## config.mk

```make
export PLATFORM = sky130hd
export DESIGN_NAME = bridge_arbiter
export DESIGN_NICKNAME = d
export VERILOG_FILES = /design/src/rtl/bridge_arbiter_pkg.sv /design/src/rtl/bridge_arbiter.sv
export SDC_FILE = /design/constraint.sdc
export NUM_CORES = 1
export LEC_CHECK = 0
export ABC_AREA = 1
export CAP_MARGIN = 20
export CORE_AREA = 5 5 106 108
export DETAILED_ROUTE_END_ITERATION = 8
export DIE_AREA = 0 0 111 113
export PLACE_DENSITY_LB_ADDON = 0.12
export RECOVER_POWER = 100
export SLEW_MARGIN = 20
export SYNTH_ARGS = -nofsm -noshare
export SYNTH_HDL_FRONTEND = slang
export SYNTH_SLANG_ARGS = --single-unit
```

## constraint.sdc

```tcl
create_clock -name clk -period 2.41 [get_ports clk]
set_input_delay 0.482 -clock clk [delete_from_list [all_inputs] [get_ports clk]]
set_output_delay 0.482 -clock clk [all_outputs]
set_load 0.02 [all_outputs]
```

## src/rtl/bridge_arbiter_pkg.sv

```systemverilog
// Shared definitions for the CPU/DMA bridge arbiter: owner encoding,
// grant classification and parameter defaults.
package bridge_arbiter_pkg;

  typedef enum logic [1:0] {
    OWN_IDLE,
    OWN_CPU,
    OWN_DMA
  } owner_t;

  // GNT_DMA_LOCK marks a DMA grant that continues a locked burst.
  typedef enum logic [1:0] {
    GNT_NONE,
    GNT_CPU,
    GNT_DMA_LOCK,
    GNT_DMA
  } grant_t;

  localparam int unsigned STARVE_LIMIT_DEF = 4;
  localparam int unsigned BURST_MAX_DEF    = 8;

endpackage

```

## src/rtl/bridge_arbiter.sv

```systemverilog
// Two-master arbiter in front of the system bridge: CPU has default priority,
// DMA gets starvation relief and short locked bursts.
module bridge_arbiter
  import bridge_arbiter_pkg::*;
#(
  parameter int unsigned STARVE_LIMIT = STARVE_LIMIT_DEF,
  parameter int unsigned BURST_MAX    = BURST_MAX_DEF
) (
  input  logic        clk,
  input  logic        reset,
  input  logic        cpu_req,
  input  logic [31:0] cpu_addr,
  input  logic [3:0]  cpu_be,
  input  logic [31:0] cpu_wd,
  input  logic        cpu_we,
  output logic        cpu_ack,
  output logic        cpu_stall,
  input  logic        dma_req,
  input  logic        dma_lock,
  input  logic [31:0] dma_addr,
  input  logic [3:0]  dma_be,
  input  logic [31:0] dma_wd,
  input  logic        dma_we,
  output logic        dma_ack,
  output logic [31:0] rdata,
  output logic [31:0] PrAddr,
  output logic [3:0]  PrBE,
  output logic [31:0] PrWD,
  output logic        PrWE,
  input  logic [31:0] PrRD
);

  localparam logic [3:0] STARVE_LIM = 4'(STARVE_LIMIT);
  localparam logic [3:0] BURST_LIM  = 4'(BURST_MAX);

  owner_t     state_q, state_d;
  logic [3:0] starve_q, starve_d;
  logic [3:0] burst_q, burst_d;
  logic       lock_q, lock_d;
  grant_t     gnt;

  function automatic grant_t grant_sel(
    input owner_t     st,
    input logic       lk,
    input logic [3:0] burst,
    input logic [3:0] starve,
    input logic       creq,
    input logic       dreq
  );
    if (st == OWN_DMA && lk && dreq && burst < BURST_LIM) return GNT_DMA_LOCK;
    else if (dreq && starve == STARVE_LIM)                 return GNT_DMA;
    else if (creq)                                         return GNT_CPU;
    else if (dreq)                                         return GNT_DMA;
    else                                                   return GNT_NONE;
  endfunction

  assign gnt = grant_sel(state_q, lock_q, burst_q, starve_q, cpu_req, dma_req);

  // Address/data stay muxed during reset; acks (and with them PrWE) are held
  // off so nothing is reported or committed in the reset cycle.
  always_comb begin
    PrAddr  = '0;
    PrBE    = '0;
    PrWD    = '0;
    PrWE    = 1'b0;
    cpu_ack = 1'b0;
    dma_ack = 1'b0;
    case (gnt)
      GNT_CPU: begin
        PrAddr  = cpu_addr;
        PrBE    = cpu_be;
        PrWD    = cpu_wd;
        PrWE    = cpu_we & ~reset;
        cpu_ack = ~reset;
      end
      GNT_DMA, GNT_DMA_LOCK: begin
        PrAddr  = dma_addr;
        PrBE    = dma_be;
        PrWD    = dma_wd;
        PrWE    = dma_we & ~reset;
        dma_ack = ~reset;
      end
      default: ;
    endcase
  end

  assign cpu_stall = cpu_req & ~cpu_ack;
  assign rdata     = PrRD;

  always_comb begin
    state_d  = OWN_IDLE;
    lock_d   = 1'b0;
    burst_d  = '0;
    starve_d = '0;
    case (gnt)
      GNT_CPU: begin
        state_d = OWN_CPU;
        if (dma_req)
          starve_d = (starve_q >= STARVE_LIM) ? STARVE_LIM : starve_q + 4'd1;
      end
      GNT_DMA_LOCK: begin
        state_d = OWN_DMA;
        lock_d  = dma_lock;
        burst_d = burst_q + 4'd1;
      end
      GNT_DMA: begin
        state_d = OWN_DMA;
        lock_d  = dma_lock;
        burst_d = 4'd1;
      end
      default: ;
    endcase
  end

  always_ff @(posedge clk) begin
    if (reset) begin
      state_q  <= OWN_IDLE;
      starve_q <= '0;
      burst_q  <= '0;
      lock_q   <= 1'b0;
    end else begin
      state_q  <= state_d;
      starve_q <= starve_d;
      burst_q  <= burst_d;
      lock_q   <= lock_d;
    end
  end

endmodule
```

==> results of run 1 <==
[cells in the final DEF (no fill, tap or decap), types with 3 or more instances in the layout]
cell	synthesis	final
clkdlybuf4s15_2	0	20
clkbuf_8	0	3
buf_4	38	20
clkdlybuf4s50_1	0	140
clkbuf_2	0	42
inv_1	13	13
nand4_1	3	3
nand3_1	70	70
nor2_2	4	4
nand2_1	141	140
nor2_1	10	9
clkbuf_1	3	5
dfxtp_1	11	10
buf_12	0	7
[layer usage]
layer / track usage (%) / up-vias / part of all wire (%)
li1: - / 1362 / -
met1: 14.6 / 1110 / 38
met2: 25.6 / 121 / 53
met3: 2.73 / 26 / 6.0
met4: 4.43 / 0 / 3.4
met5: 0 / - / 0
[cells in the mapped netlist]
master / n / area share [%]
a21oi_1: 1 / 0.29
buf_2: 10 / 2.9
buf_4: 38 / 16
buf_6: 3 / 1.9
clkbuf_1: 3 / 0.65
conb_1: 1 / 0.21
dfxtp_1: 11 / 13
ha_1: 3 / 2.2
inv_1: 13 / 2.8
inv_2: 1 / 0.21
nand2_1: 141 / 30
nand2_2: 1 / 0.36
nand2_4: 1 / 0.65
nand3_1: 70 / 20
nand3_2: 1 / 0.57
nand4_1: 3 / 1.1
nor2_1: 10 / 2.2
nor2_2: 4 / 1.4
nor2_4: 1 / 0.65
nor3_1: 1 / 0.29
nor3_2: 2 / 1.1
nor3b_2: 1 / 0.72
xnor2_1: 1 / 0.50
[worst max-delay path, stage by stage (launching register included)]
cell and delay [ns]:
dfxtp_1 0.32, inv_1 0.04, ha_2 0.19, nand2_2 0.08, nor2_4 0.05, nor2_2 0.11, nand2_2 0.07, buf_4 0.14
buf_12 0.12, buf_16 0.15, nand2_1 0.06, nand2_1 0.06, buf_4 0.16
[cells by family after synthesis]
logic type	count (synthesis)
buf+inv	68
other cells	1
xor+xnor	1
flops	11
fa+ha+maj	3
simple gates	236
compound gates	1
[timing repair]
| item | CTS | global route |
|---|---|---|
| endpoints found under the setup margin | 72 | 43 |
| gates cloned | 2 | 0 |
| pin swaps | 2 | 1 |
| gates resized for setup | 274 | 8 |
| setup buffers | 4 | 0 |
[worst max path at each step]
stage / from / end / slack (ns)
floorplan: starve_q[0]$_SDFF_PP0_ / cpu_stall / 0.52
global placement: dma_req / PrWD[14] / -0.50
detailed placement: dma_req / PrWD[5] / -0.51
CTS: cpu_req / cpu_ack / 0.01
global route: starve_q[0]$_SDFF_PP0_ / PrAddr[14] / -0.006
finish: starve_q[0]$_SDFF_PP0_ / PrAddr[14] / 0.14
[layout make-up]
cell class,instances,area share (%)
flip-flops and latches,11,5.77
inverters,14,1.37
clock buffers,3,1.08
clock inverters,1,0.130
multi-input cells,242,28.8
well taps,136,4.43
repair buffers,241,58.4
[through the flow]
stage,hold WS [ns],cells,cell area (µm²)
3_5_place_dp,0.474,638,3910
6_report,0.476,648,3840
3_3_place_gp,0.469,638,3910
5_1_grt,0.495,648,3840
4_1_cts,0.479,648,3830
2_1_floorplan,0.417,321,1750
[power by group through the flow]
stage | combinational [mW] | sequential [mW] | clock [mW]
after floorplan | 0.355 | 0.193 | 0
after global placement | 0.743 | 0.193 | 0
after detailed placement | 0.745 | 0.193 | 0
after CTS | 0.701 | 0.189 | 0.188
after global routing | 0.743 | 0.189 | 0.197
final | 0.691 | 0.189 | 0.181
[state kept, by name (all words and copies together) (netlist names)]
register  cells
burst_q       4
starve_q      4
lock_q        1
state_q       2
==> results.toml, run 1 <==
[detailed_routing]
routed_wl_um = 9250
drc = 0
wire_per_inst_um = 14.3
drt-pass1-iter-count = 4
vias = 2619
dr.first_iter.drc_count = 80
final_antenna_net_count = 0
viasPerCell = 4.04

[power]
cellInternalPower_mw = 0.674
finalPower_mw = 1.06
switching_power_mw = 0.386
p_sw_share_pct = 36.4
power_frac_comb_pct = 65.1
leakage_nw = 1.90
worst_ir_drop_vdd_uv = 227
p_per_area_mw_per_mm2 = 276
seqPwrFrac_pct = 17.8
p_clk_share_pct = 17.0

[place]
portBuffers = 214
dp_worst_setup_slack_ns = -0.511
hpwlAfterDp_um = 7380
gp_congestion = 0.787

[grt]
grt_pass1_wl_um = 13900
antenna_found_initial = 0
grtUsageTotal_pct = 13.4
grt_pass1_vias = 2563
grt_max_degree = 38
overflow = 0

[sta]
fin_crit_ns = 2.27
max_freq_ghz = 0.440
finalCritPeriodShare_pct = 94.3
finalSetupTns_ns = 0
maxSlewViolCount = 0
finalSetupViolations = 0
skew_ns = 0.00589
hold_violations = 0
fin_ws_ns = 0.137

[yosys]
synth_top_family_by_area = "simple AND/OR/NAND/NOR gates"
avgSynthCellArea_um2 = 5.44
synth_fa_ha_area_share_pct = 2.15
synthSimpleGateAreaFrac_pct = 59.4
ys_ff_latch = 11
synth_mux_area_share_pct = 0
syn-num-nets = 499
seq_area_frac_synth_pct = 12.6
ys_warn_count = 0
syn_area_mm2 = 0.00175
synth-xor-area-share_pct = 0.502
synth_cell_type_count = 23
syn_inst = 321
synth-compound-area-share_pct = 0.287

[finish]
final_core_util_pct = 37.9
drive_gt1_share_pct = 22.1
multi_input_area_mm2 = 0.00110
syn_to_final_growth_pct = 120
nNetsFinal = 691
regArea_um2 = 221
diodes = 0
num-fill-cells = 1085

[floorplan]
ioPinCount = 279
rows = 37
start_util_pct = 17.2
die_area_mm2 = 0.0125
fp.dieW_um = 111
dieHeight_um = 113
core_area_mm2 = 0.0101

[clock_tree]
cts_sinks = 11
cts_tree = "built"
clockBufferDepth = 2
postCtsHoldBufs = 0
cts_buffers = 3
cts_root_buf = "clkbuf_8"
clock_latency_ns = 0.23
ctsHtreeMaxLevel = 1
clk_pin_slew_worst_paths_ns = 0.05

[worst_setup_path]
timing.rr.start = "starve_q[0]$_SDFF_PP0_"
endpoint_kind = "primary output"
worstRegToRegCells = 12
worstPathArrival_ns = 1.79
timing.rr.end = "burst_q[0]$_SDFF_PP0_"
ff2ff_setup_slack_ns = 0.82
path_class = "flop to primary output"
crit_required_ns = 1.93
cp_max_fo = 20
setup.worst_path.start_class = "flop"

[flow_run]
cap_violations = 0

[worst_hold_path]
hold_path_end = "burst_q[3]$_SDFF_PP0_"
min_path_cells = 2
hp-class = "flop to flop"
min_from = "burst_q[0]$_SDFF_PP0_"

[outcome]
status = "completed"
(Power assumes the default switching activity.)
==> run 2, diff against run 1 <==
Settings changed: HOLD_SLACK_MARGIN set to 0.02.
==> results of run 2 <==
The final DEF is identical to that of run 1; final timing and power are the same.
==> run 3, diff against run 2 <==
==> constraint.sdc (replaced) <==
create_clock -name clk -period 2.41 [get_ports clk]
set_input_delay 0.482 -clock clk [delete_from_list [all_inputs] [get_ports clk]]
set_output_delay 0.482 -clock clk [all_outputs]
set_load 0.05 [all_outputs]
==> run 3 against run 2 <==
  * Design area up 8.6%
  * Sequential share of layout area down 0.46 points
  * Global-route usage up 1.6 points
  * Largest power group unchanged
  * Critical endpoint is now PrAddr[0]
  * Clock-buffer cell count up 1
  * Highest routed layer unchanged
==> results.toml, run 3 (synthesized netlist as in run 1, its figures left out) <==
[finish]
drive_gt1_share_pct = 22.1
diodes = 0
nNetsFinal = 686
num-fill-cells = 1033
syn_to_final_growth_pct = 139
final_common_cell = "clkdlybuf4s50_1"
most-common-layout-cells = "clkdlybuf4s50_1, nand2_1, nand3_1"
top_regs = "burst_q: 4 flops, starve_q: 4 flops, state_q: 2 flops"
finalNonFillerCells = 643

[floorplan]
start_util_pct = 17.2
ioPinCount = 279
die_area_mm2 = 0.0125
fp.dieW_um = 111
rows = 37
dieHeight_um = 113
core_area_mm2 = 0.0101

[detailed_routing]
dr.first_iter.drc_count = 128
viasPerCell = 4.13
wire_per_inst_um = 15.7
drt-pass1-iter-count = 4
routed_wl_um = 10100
final_antenna_net_count = 0
vias = 2657
drc = 0

[worst_hold_path]
hp-class = "flop to flop"

[sta]
fin_crit_ns = 2.28
skew_ns = 0.00174
hold_violations = 0
max_freq_ghz = 0.439
finalCritPeriodShare_pct = 94.5
holdWs_ns = 0.422
fin_ws_ns = 0.132
finalSetupTns_ns = 0
maxSlewViolCount = 0
rsz0062_at_grt = "no"
finalSetupViolations = 0

[power]
worst_ir_drop_vdd_uv = 210
p_per_area_mw_per_mm2 = 345
leakage_nw = 2.03

[place]
portBuffers = 214
placed_cells = 633
dp_worst_setup_slack_ns = -0.102
gp_congestion = 0.853
hpwlAfterDp_um = 8270

[worst_setup_path]
worstPathArrival_ns = 1.80
cp-startpoint = "starve_q[0]$_SDFF_PP0_"
timing.rr.end = "burst_q[0]$_SDFF_PP0_"
timing.rr.start = "starve_q[0]$_SDFF_PP0_"
path_class = "flop to primary output"
endpoint_kind = "primary output"
ff2ff_setup_slack_ns = 0.94
setup.worst_path.start_class = "flop"
endpoint = "PrAddr[0]"
worstRegToRegCells = 10
crit_required_ns = 1.93
cp_max_fo = 15

[clock_tree]
cts_root_buf = "clkbuf_8"
postCtsHoldBufs = 0
ctsHtreeMaxLevel = 1
cts_sinks = 11
clockBufferDepth = 2
cts_tree = "built"
clk_pin_slew_worst_paths_ns = 0.05
cts_buffers = 3
clock_latency_ns = 0.24

[grt]
met1_usage_pct = 16.7
grt_pass1_wl_um = 15400
grt_pass1_vias = 2675
grt_max_degree = 32
top_usage_layer = "met2"
gr-usage-met2_pct = 28.2
antenna_found_initial = 0
grtUsageTotal_pct = 14.9
overflow = 0
use_met3_pct = 4.39

[outcome]
status = "completed"

[flow_run]
cap_violations = 0
run 3: critical path: stages (launching register included):
cell and delay (ns):
dfxtp_2 0.34, inv_1 0.04, ha_1 0.21, nand2_2 0.08, nor2_4 0.04, nor2_2 0.11
nand2_2 0.12, buf_12 0.16, buf_12 0.14, nand2_1 0.06, nand2_1 0.09, buf_12 0.16
run 3: worst min-delay path by stage:
stage	from	endpoint	slack, ns	depth (start not counted)
3_5_place_dp	starve_q[0]$_SDFF_PP0_	starve_q[0]$_SDFF_PP0_	0.46	1
6_report	starve_q[0]$_SDFF_PP0_	starve_q[0]$_SDFF_PP0_	0.42	1
5_1_grt	starve_q[0]$_SDFF_PP0_	starve_q[0]$_SDFF_PP0_	0.44	1
2_1_floorplan	starve_q[0]$_SDFF_PP0_	starve_q[0]$_SDFF_PP0_	0.42	1
3_3_place_gp	starve_q[0]$_SDFF_PP0_	starve_q[0]$_SDFF_PP0_	0.43	1
4_1_cts	starve_q[0]$_SDFF_PP0_	starve_q[0]$_SDFF_PP0_	0.47	1
run 3: area by class of cell:
| class | instances | area (µm²) | share of cell area (%) |
|---|---|---|---|
| repair buffers | 236 | 2580 | 61.9 |
| multi-input cells | 242 | 1100 | 26.3 |
| flip-flops and latches | 11 | 221 | 5.31 |
| well taps | 136 | 170 | 4.08 |
| inverters | 14 | 52.6 | 1.26 |
| clock buffers | 4 | 45.0 | 1.08 |
run 3: metrics by stage:
step | util, % | cell area, µm² | power, mW
after detailed placement | 45.2 | 4580 | 1.43
after CTS | 46.4 | 4700 | 1.64
after floorplan | - | 1750 | 0.836
final | 41.1 | 4170 | 1.44
after global routing | 41.1 | 4170 | 1.51
after global placement | 45.2 | 4580 | 1.42
run 3: routing by layer:
layer	wire length [µm]	part of all wire, %	up-vias
met5	0	0	-
met4	117	1.2	0
met3	779	7.7	11
met2	5400	54	140
met1	3780	37	1153
li1	-	-	1353
run 3: timing repair:
item | in CTS | in global routing
endpoints found under the setup margin | 70 | 67
buffers inserted | 2 | 2
pin swaps | 3 | 3
gates resized for setup | 4 | 7
cloned | 1 | 1
run 3: where the power goes:
group	switching, mW	internal, mW	leakage [nW]
clock network	0.0683	0.116	0.0228
registers	0.00236	0.187	0.0903
logic	0.569	0.493	1.92
total	0.640	0.796	2.03
